$ cat src/rtl/addsub_mul_pipe.sv
// (a +/- b) * c in a 2-stage valid/ready pipeline; optional gated data clocks via ADDSUB_MUL_ICG_EN.
// Latency: accept in cycle N -> result valid in cycle N+2; one beat per cycle when unstalled.
// Backpressure: out_ready low freezes stage 2, then stage 1; in_ready drops only when both are full.
module addsub_mul_pipe #(
   parameter int WIDTH = 8,
   parameter int CNT_W = 16
) (
   input  logic                 clk,
   input  logic                 rst,
   input  logic                 in_valid,
   output logic                 in_ready,
   input  logic [WIDTH-1:0]     a,
   input  logic [WIDTH-1:0]     b,
   input  logic [WIDTH-1:0]     c,
   input  logic                 s,
   output logic                 out_valid,
   input  logic                 out_ready,
   output logic [2*WIDTH-1:0]   d,
   output logic [CNT_W-1:0]     op_count,
   output logic                 busy
);

   localparam int RW = 2 * WIDTH;

   logic              s1_valid_q, s1_valid_d;
   logic              s2_valid_q, s2_valid_d;
   logic [RW-1:0]     sum_q, sum_d;
   logic [WIDTH-1:0]  c_q, c_d;
   logic [RW-1:0]     d_q, d_d;
   logic [CNT_W-1:0]  op_count_q, op_count_d;

   logic              accept;
   logic              s2_adv;
   logic              consume;
   logic [RW-1:0]     a_ext;
   logic [RW-1:0]     b_ext;
   logic [RW-1:0]     c_ext;

   always_comb begin
      s2_adv   = s1_valid_q & (~s2_valid_q | out_ready);
      in_ready = ~s1_valid_q | s2_adv;
      accept   = in_valid & in_ready;
      consume  = s2_valid_q & out_ready;

      s1_valid_d = s1_valid_q;
      if (accept)
         s1_valid_d = 1'b1;
      else if (s2_adv)
         s1_valid_d = 1'b0;

      s2_valid_d = s2_valid_q;
      if (s2_adv)
         s2_valid_d = 1'b1;
      else if (consume)
         s2_valid_d = 1'b0;

      op_count_d = op_count_q;
      if (consume)
         op_count_d = op_count_q + 1'b1;

      // Zero-extend before the subtract so a < b wraps modulo 2^RW.
      a_ext = {{WIDTH{1'b0}}, a};
      b_ext = {{WIDTH{1'b0}}, b};
      c_ext = {{WIDTH{1'b0}}, c_q};
      sum_d = s ? (a_ext + b_ext) : (a_ext - b_ext);
      c_d   = c;
      d_d   = sum_q * c_ext;
   end

   always_ff @(posedge clk or posedge rst) begin
      if (rst) begin
         s1_valid_q <= 1'b0;
         s2_valid_q <= 1'b0;
         op_count_q <= '0;
      end else begin
         s1_valid_q <= s1_valid_d;
         s2_valid_q <= s2_valid_d;
         op_count_q <= op_count_d;
      end
   end

`ifdef ADDSUB_MUL_ICG_EN
   logic en1_lat, en2_lat;
   logic gclk1, gclk2;

   // Enables are captured while clk is low so the gated clock cannot glitch high.
   always_latch begin
      if (!clk) begin
         en1_lat <= accept;
         en2_lat <= s2_adv;
      end
   end

   assign gclk1 = clk & en1_lat;
   assign gclk2 = clk & en2_lat;

   always_ff @(posedge gclk1 or posedge rst) begin
      if (rst) begin
         sum_q <= '0;
         c_q   <= '0;
      end else begin
         sum_q <= sum_d;
         c_q   <= c_d;
      end
   end

   always_ff @(posedge gclk2 or posedge rst) begin
      if (rst)
         d_q <= '0;
      else
         d_q <= d_d;
   end
`else
   always_ff @(posedge clk or posedge rst) begin
      if (rst) begin
         sum_q <= '0;
         c_q   <= '0;
      end else if (accept) begin
         sum_q <= sum_d;
         c_q   <= c_d;
      end
   end

   always_ff @(posedge clk or posedge rst) begin
      if (rst)
         d_q <= '0;
      else if (s2_adv)
         d_q <= d_d;
   end
`endif

   assign out_valid = s2_valid_q;
   assign d         = d_q;
   assign op_count  = op_count_q;
   assign busy      = s1_valid_q | s2_valid_q;

endmodule

$ cat config.mk
export PLATFORM = sky130hd
export DESIGN_NAME = addsub_mul_pipe
export DESIGN_NICKNAME = d
export VERILOG_FILES = /design/src/rtl/addsub_mul_pipe.sv
export SDC_FILE = /design/constraint.sdc
export NUM_CORES = 1
export LEC_CHECK = 0
export CAP_MARGIN = 15
export CELL_PAD_IN_SITES_DETAIL_PLACEMENT = 2
export CELL_PAD_IN_SITES_GLOBAL_PLACEMENT = 2
export CORE_MARGIN = 3
export CORE_UTILIZATION = 39
export CTS_CLUSTER_SIZE = 28
export DETAILED_ROUTE_END_ITERATION = 10
export GPL_ROUTABILITY_DRIVEN = 0
export GPL_TIMING_DRIVEN = 0
export PLACE_DENSITY_LB_ADDON = 0.1
export SYNTH_ARGS = -nofsm -noshare
export SYNTH_HDL_FRONTEND = slang
export SYNTH_SLANG_ARGS = --single-unit
export TNS_END_PERCENT = 100
$ cat constraint.sdc
create_clock -name clk -period 11.8 [get_ports clk]
set_input_delay 2.95 -clock clk [delete_from_list [all_inputs] [get_ports clk]]
set_output_delay 2.95 -clock clk [all_outputs]
set_load 0.01 [all_outputs]
==> Yosys cells after proc, flatten, opt, wreduce, memory -nomap -nowiden <==
Cells that the tools add are included.
{ "totals": {"register_bits": 58} }
{ "classes": {"n_addsub": 3, "n_mul": 1, "mux": 5, "bitwise_logic": 8, "reduce_logical": 2} }
{ "ops": {"columns": ["op", "count"], "rows": [
  ["adder 16 x 1 -> 16 bit (second input constant)", 1],
  ["multiplier 16 x 8 -> 16 bit", 1],
  ["2-to-1 mux 16 bit", 1],
  ["adder 8 x 8 -> 9 bit", 1],
  ["subtractor 8 x 8 -> 9 bit", 1],
  ["2-to-1 mux 1 bit", 4],
  ["nonzero test 2 bit", 2],
  ["AND 1 bit", 3],
  ["OR 1 bit", 3],
  ["NOT 1 bit", 2]
]} }

==> Depth between registers and ports, before layout <==
{ "logic_depth": {"word_depth": 6, "depth_mapped": 18, "ltp_nobuf": 17} }

==> Worst setup path after synthesis <==
Ideal clock, no wire load.
{ "synth_path": {"path_type": "input to output", "startpoint": "input out_ready", "endpoint": "output in_ready", "arrival_time_ps": 3164, "path_slack_ps": 5686, "path_stages": 1, "path_cell_list": "nand3b_1"} }
{ "synth_via": {"elab_chain_len": 3} }
{ "synth_lines": {"columns": ["element", "line_no", "text"], "rows": [
  ["from (decl)", "17", "input logic out_ready,"],
  ["OR 1 bit", "40", "s2_adv = s1_valid_q & (~s2_valid_q | out_ready);"],
  ["AND 1 bit", "40", null],
  ["OR 1 bit", "41", "in_ready = ~s1_valid_q | s2_adv;"],
  ["to (decl)", "11", "output logic in_ready,"]
]} }
Every way passes these cells.

==> Worst setup path in the final report <==
Ends and elaborated chain as after synthesis.

==> impl_metrics.prom <==
# TYPE chip_impl_metric gauge
chip_impl_metric{name="netSwitchingPower",unit="W"} 0.0008655
chip_impl_metric{name="synth_fp_nets",unit=""} 692
chip_impl_metric{name="yosysWarnings",unit=""} 0
chip_impl_metric{name="critPathRequiredTime",unit="ps"} 8850
chip_impl_info{name="rsz0062_at_grt",value="no"} 1
chip_impl_metric{name="power.clock.fraction",unit=""} 0.091
chip_impl_info{name="timing.hold.worst_endpoint",value="op_count[15]"} 1
chip_impl_metric{name="max_freq",unit="MHz"} 139.4
chip_impl_metric{name="fin_crit",unit="ps"} 7171
chip_impl_info{name="synthDominantAreaCellType",value="sky130_fd_sc_hd__dfrtp_1"} 1
chip_impl_metric{name="std_cell_rows",unit=""} 41
chip_impl_info{name="timing.setup.critical_path_class",value="input pin to output port"} 1
chip_impl_info{name="regToRegStartpoint",value="c_q[2]"} 1
chip_impl_metric{name="io_pins",unit=""} 64
chip_impl_metric{name="grtUsageMet1",unit=""} 0.2375
chip_impl_metric{name="power.internal",unit="W"} 0.0008958
chip_impl_metric{name="resized_after_cts",unit=""} 0
chip_impl_metric{name="hold_violations",unit=""} 0
chip_impl_metric{name="wire_per_inst",unit="µm"} 17.99
chip_impl_metric{name="worst_slew_pin_slew",unit="ps"} 773.6
chip_impl_metric{name="grtUsageTotal",unit=""} 0.2123
chip_impl_metric{name="grt_pass1_wl",unit="mm"} 24.73
chip_impl_metric{name="final_design_area_no_fill",unit="µm²"} 6292
chip_impl_metric{name="regToRegSetupSlack",unit="ps"} 6250
chip_impl_metric{name="clk-insertion-delay-late",unit="ps"} 310
chip_impl_metric{name="timing.critical_path.fanout_max",unit=""} 4
chip_impl_metric{name="crit_buf_inv",unit=""} 2
chip_impl_metric{name="cp.arrival",unit="ps"} 4220
chip_impl_metric{name="detailedPlace.worstSlack",unit="ps"} 4621
chip_impl_info{name="ys.flop_type",value="sky130_fd_sc_hd__dfrtp_1"} 1
chip_impl_metric{name="clock_path_buffers",unit=""} 2
chip_impl_metric{name="leakage_power",unit="nW"} 2.991
chip_impl_metric{name="portBuffers",unit=""} 62
chip_impl_info{name="element_type_at_the_critical_path_start",value="input pin"} 1
chip_impl_metric{name="synth.cell_area",unit="µm²"} 5284
chip_impl_metric{name="post_cts_setup_bufs",unit=""} 0
chip_impl_metric{name="total_iterations_of_the_first_detailed_routing_run",unit=""} 4
chip_impl_info{name="top_usage_layer",value="met2"} 1
chip_impl_metric{name="die_h",unit="µm"} 122.4
chip_impl_metric{name="ys_seq_area_frac",unit=""} 0.2463
chip_impl_metric{name="postSynth.asyncResetShare",unit=""} 1.000
chip_impl_metric{name="setup_viol",unit=""} 0
chip_impl_metric{name="p_total",unit="W"} 0.001761
chip_impl_metric{name="grt.met2_usage",unit=""} 0.4098
chip_impl_metric{name="tritoncts_buffer_count",unit=""} 5
chip_impl_info{name="worstReg2RegEnd",value="d[15]"} 1
chip_impl_info{name="tritoncts",value="done"} 1
chip_impl_metric{name="antenna_left",unit=""} 0
chip_impl_metric{name="worst-r2r-cell-count",unit=""} 16
chip_impl_metric{name="core_region_area",unit="µm²"} 12930
chip_impl_info{name="critical_path_cell_by_cell",value="clkdlybuf4s50_1, nand3b_1, clkdlybuf4s50_1"} 1
chip_impl_metric{name="drv.max_cap_violation_count",unit=""} 0
chip_impl_metric{name="syn2layout_area_growth",unit="%"} 19.09
chip_impl_metric{name="synthesis.instances",unit=""} 561
chip_impl_metric{name="powerDensity",unit="nW/µm²"} 279.9
chip_impl_metric{name="drive_gt1_frac",unit=""} 0.04747
chip_impl_metric{name="fin_nets",unit=""} 762
chip_impl_metric{name="initial_util",unit=""} 0.4087
chip_impl_metric{name="ir_drop",unit="V"} 0.0001618
chip_impl_metric{name="p_sw_frac",unit=""} 0.4914
chip_impl_metric{name="cts_hold_buffers",unit=""} 0
chip_impl_info{name="cts_root_buffer",value="sky130_fd_sc_hd__clkbuf_16"} 1
chip_impl_metric{name="routed-via-count",unit=""} 4118
chip_impl_info{name="cpLargestDelayFamily",value="buffers and inverters"} 1
chip_impl_metric{name="antenna_cells",unit=""} 0
chip_impl_metric{name="post_synth.cell_area_avg",unit="µm²"} 9.419
chip_impl_metric{name="number_of_enable_type_register_cells_in_the_synthesized_netlist",unit=""} 0
chip_impl_metric{name="hpwl",unit="mm"} 11.99
chip_impl_info{name="worstHoldStart",value="op_count[15]"} 1
chip_impl_metric{name="grt.met3_usage",unit=""} 0.03641
chip_impl_metric{name="synth.distinct_cells",unit=""} 47
chip_impl_metric{name="number_of_drc_markers_after_the_initial_detailed_route_iteration",unit=""} 120
chip_impl_metric{name="worst_setup_hold_path_clk_slew",unit="ps"} 70
chip_impl_metric{name="finalCritPeriodShare",unit=""} 0.6077
chip_impl_metric{name="ratio_of_routed_vias_to_standard_cells",unit=""} 5.122
chip_impl_info{name="crit_path_top_delay_cell",value="sky130_fd_sc_hd__clkdlybuf4s50_1"} 1
chip_impl_metric{name="critical-path-max-stage-delay",unit="ps"} 570
chip_impl_metric{name="global_route.overflow_total",unit=""} 0
chip_impl_metric{name="final-max-slew-violation-count",unit=""} 0
chip_impl_metric{name="timing.hold.ws",unit="ps"} 469.3
chip_impl_info{name="setup.worst_path.end_class",value="output port"} 1
chip_impl_metric{name="synth_seq_cells",unit=""} 52
chip_impl_metric{name="maxSlewHeadroom",unit=""} 0.4842
chip_impl_metric{name="finalWorstSetupSlack",unit="ps"} 4629
chip_impl_metric{name="hold_path_depth",unit=""} 1
chip_impl_info{name="cell_types_with_the_largest_area_share_after_synthesis",value="sky130_fd_sc_hd__dfrtp_1 25%, sky130_fd_sc_hd__fa_1 23%, sky130_fd_sc_hd__ha_1 9.7%, sky130_fd_sc_hd__inv_1 6.5%, sky130_fd_sc_hd__and2_1 5.8%"} 1
chip_impl_metric{name="tns",unit="ps"} 0
chip_impl_info{name="worst_path_most_repeated_cell",value="sky130_fd_sc_hd__clkdlybuf4s50_1"} 1
chip_impl_metric{name="detail_route.drc_violations",unit=""} 0
chip_impl_metric{name="dieWidth",unit="µm"} 122.4
chip_impl_metric{name="sequentialPowerShare",unit=""} 0.156
chip_impl_metric{name="clkSinkCount",unit=""} 52
chip_impl_metric{name="antenna_found_initial",unit=""} 0
chip_impl_metric{name="pwr-share-comb",unit=""} 0.753
chip_impl_metric{name="netlist.area_leader.share",unit=""} 0.2463
chip_impl_info{name="run_status",value="finished clean"} 1
chip_impl_metric{name="clock_skew",unit="ps"} 11.24
chip_impl_metric{name="grt_max_degree",unit=""} 31
chip_impl_metric{name="drt-total-wl",unit="mm"} 14.46
chip_impl_metric{name="htree_num_levels",unit=""} 2
chip_impl_metric{name="post_dp_cell_area",unit="µm²"} 6140
chip_impl_metric{name="grt_pass1_vias",unit=""} 4947
chip_impl_metric{name="die-area",unit="µm²"} 14980
chip_impl_info{name="worstHoldPathType",value="flip-flop to flip-flop"} 1
==> flip-flops by register name (all words and copies together), names as in the netlist <==
| register | cells |
|---|---|
| s1_valid_q | 1 |
| sum_q | 10 |
| c_q | 8 |
| op_count | 16 |
| out_valid | 1 |
| d | 16 |
==> cell usage after synthesis, drive strengths merged (3+ instances only) <==
cell    instances
inv            91
nand2          68
fa             61
dfrtp          52
and2           49
ha             41
o21ai          30
xnor2          25
clkbuf         17
nor2           17
xor2           14
mux2           13
a21oi          11
a21o            8
nor2b           7
nand2b          6
and3            4
nand3           4
nand4           4
a211oi          3
buf             3
nor3            3
o21a            3
o31ai           3
==> per-stage QoR <==
| step | util | cells |
|---|---|---|
| global placement | 0.4734 | 795 |
| CTS | 0.4867 | 804 |
| floorplan | - | 561 |
| finish | 0.4867 | 804 |
| detailed placement | 0.4749 | 796 |
| global route | 0.4867 | 804 |
==> cell families after synthesis <==
group,Yosys count,share of synthesized area
AOI/OAI and AO/OA,72,0.08620
xor gates and xnor gates,39,0.06465
adders and majority gates,102,0.3282
buffers and inverters,111,0.08169
DFF,52,0.2463
muxes,14,0.02960
and+or+nand+nor,171,0.1634
==> power groups by stage <==
stage / logic [W] / clock network (W) / registers, W
detailed placement: 0.00135 / 0 / 0.000278
CTS: 0.00136 / 0.000165 / 0.000275
global placement: 0.00124 / 0 / 0.000271
finish: 0.00133 / 0.000160 / 0.000274
floorplan: 0.000928 / 0 / 0.000283
global route: 0.00151 / 0.000174 / 0.000282
==> cells in the final DEF (no fill, tap or decap), types with 2 or more instances in the layout <==
master / instances
sky130_fd_sc_hd__nand3_1: 4
sky130_fd_sc_hd__mux2_2: 13
sky130_fd_sc_hd__nor3_1: 3
sky130_fd_sc_hd__xnor2_1: 25
sky130_fd_sc_hd__and2_1: 49
sky130_fd_sc_hd__xor2_1: 14
sky130_fd_sc_hd__nor2_1: 17
sky130_fd_sc_hd__clkdlybuf4s50_1: 62
sky130_fd_sc_hd__o31ai_1: 3
sky130_fd_sc_hd__nor3b_1: 2
sky130_fd_sc_hd__ha_1: 41
sky130_fd_sc_hd__a211oi_1: 3
sky130_fd_sc_hd__o21a_1: 3
sky130_fd_sc_hd__nand2b_1: 6
sky130_fd_sc_hd__or4_1: 2
sky130_fd_sc_hd__dfrtp_1: 52
sky130_fd_sc_hd__nand4_1: 4
sky130_fd_sc_hd__buf_6: 2
sky130_fd_sc_hd__inv_1: 90
sky130_fd_sc_hd__fa_1: 61
sky130_fd_sc_hd__clkbuf_1: 17
sky130_fd_sc_hd__a2111oi_0: 2
sky130_fd_sc_hd__clkbuf_16: 5
sky130_fd_sc_hd__nor2b_1: 7
sky130_fd_sc_hd__nand2_1: 68
sky130_fd_sc_hd__and3_1: 4
sky130_fd_sc_hd__a21oi_1: 11
sky130_fd_sc_hd__o21ai_0: 29
sky130_fd_sc_hd__a21o_1: 8
==> worst max-delay path by stage <==
stage                     to       from  cells after the start  slack [ps]
floorplan           in_ready  out_ready                      1        5690
global placement    in_ready  out_ready                      3        4640
detailed placement  in_ready  out_ready                      3        4620
CTS                 in_ready  out_ready                      3        4620
global route        in_ready  out_ready                      3        4580
finish              in_ready  out_ready                      3        4630
==> area by class of cell <==
class / instances / area (µm²)
fillers: 1423 / 6635
multi-input cells: 398 / 3551
flip-flops and latches: 52 / 1301
repair buffers: 63 / 640.6
inverters: 91 / 341.6
well taps: 172 / 215.2
clock buffers: 5 / 125.1
plain buffers: 20 / 90.09
clock inverters: 3 / 27.53
==> layer usage <==
metal  share of wire  routed length [µm]  up-vias
li1                -                   -     1896
met1            0.38                5562     2129
met2            0.56                8159       72
met3           0.032                 469       21
met4           0.019                 270        0
met5               0                   0        -
==> worst register-to-register path, stage by stage, from the launching register on <==
cell	delay, ps
sky130_fd_sc_hd__dfrtp_1	350
sky130_fd_sc_hd__clkbuf_1	480
sky130_fd_sc_hd__nand2_1	250
sky130_fd_sc_hd__fa_1	570
sky130_fd_sc_hd__inv_1	50
sky130_fd_sc_hd__fa_1	470
sky130_fd_sc_hd__fa_1	550
sky130_fd_sc_hd__inv_1	60
sky130_fd_sc_hd__fa_1	540
sky130_fd_sc_hd__inv_1	50
sky130_fd_sc_hd__ha_1	400
sky130_fd_sc_hd__a21o_1	240
sky130_fd_sc_hd__or4_1	410
sky130_fd_sc_hd__o221a_1	280
sky130_fd_sc_hd__a311o_1	380
sky130_fd_sc_hd__xnor2_1	280
sky130_fd_sc_hd__o21ai_1	90
No activity file was read; power rests on OpenSTA's default activity.
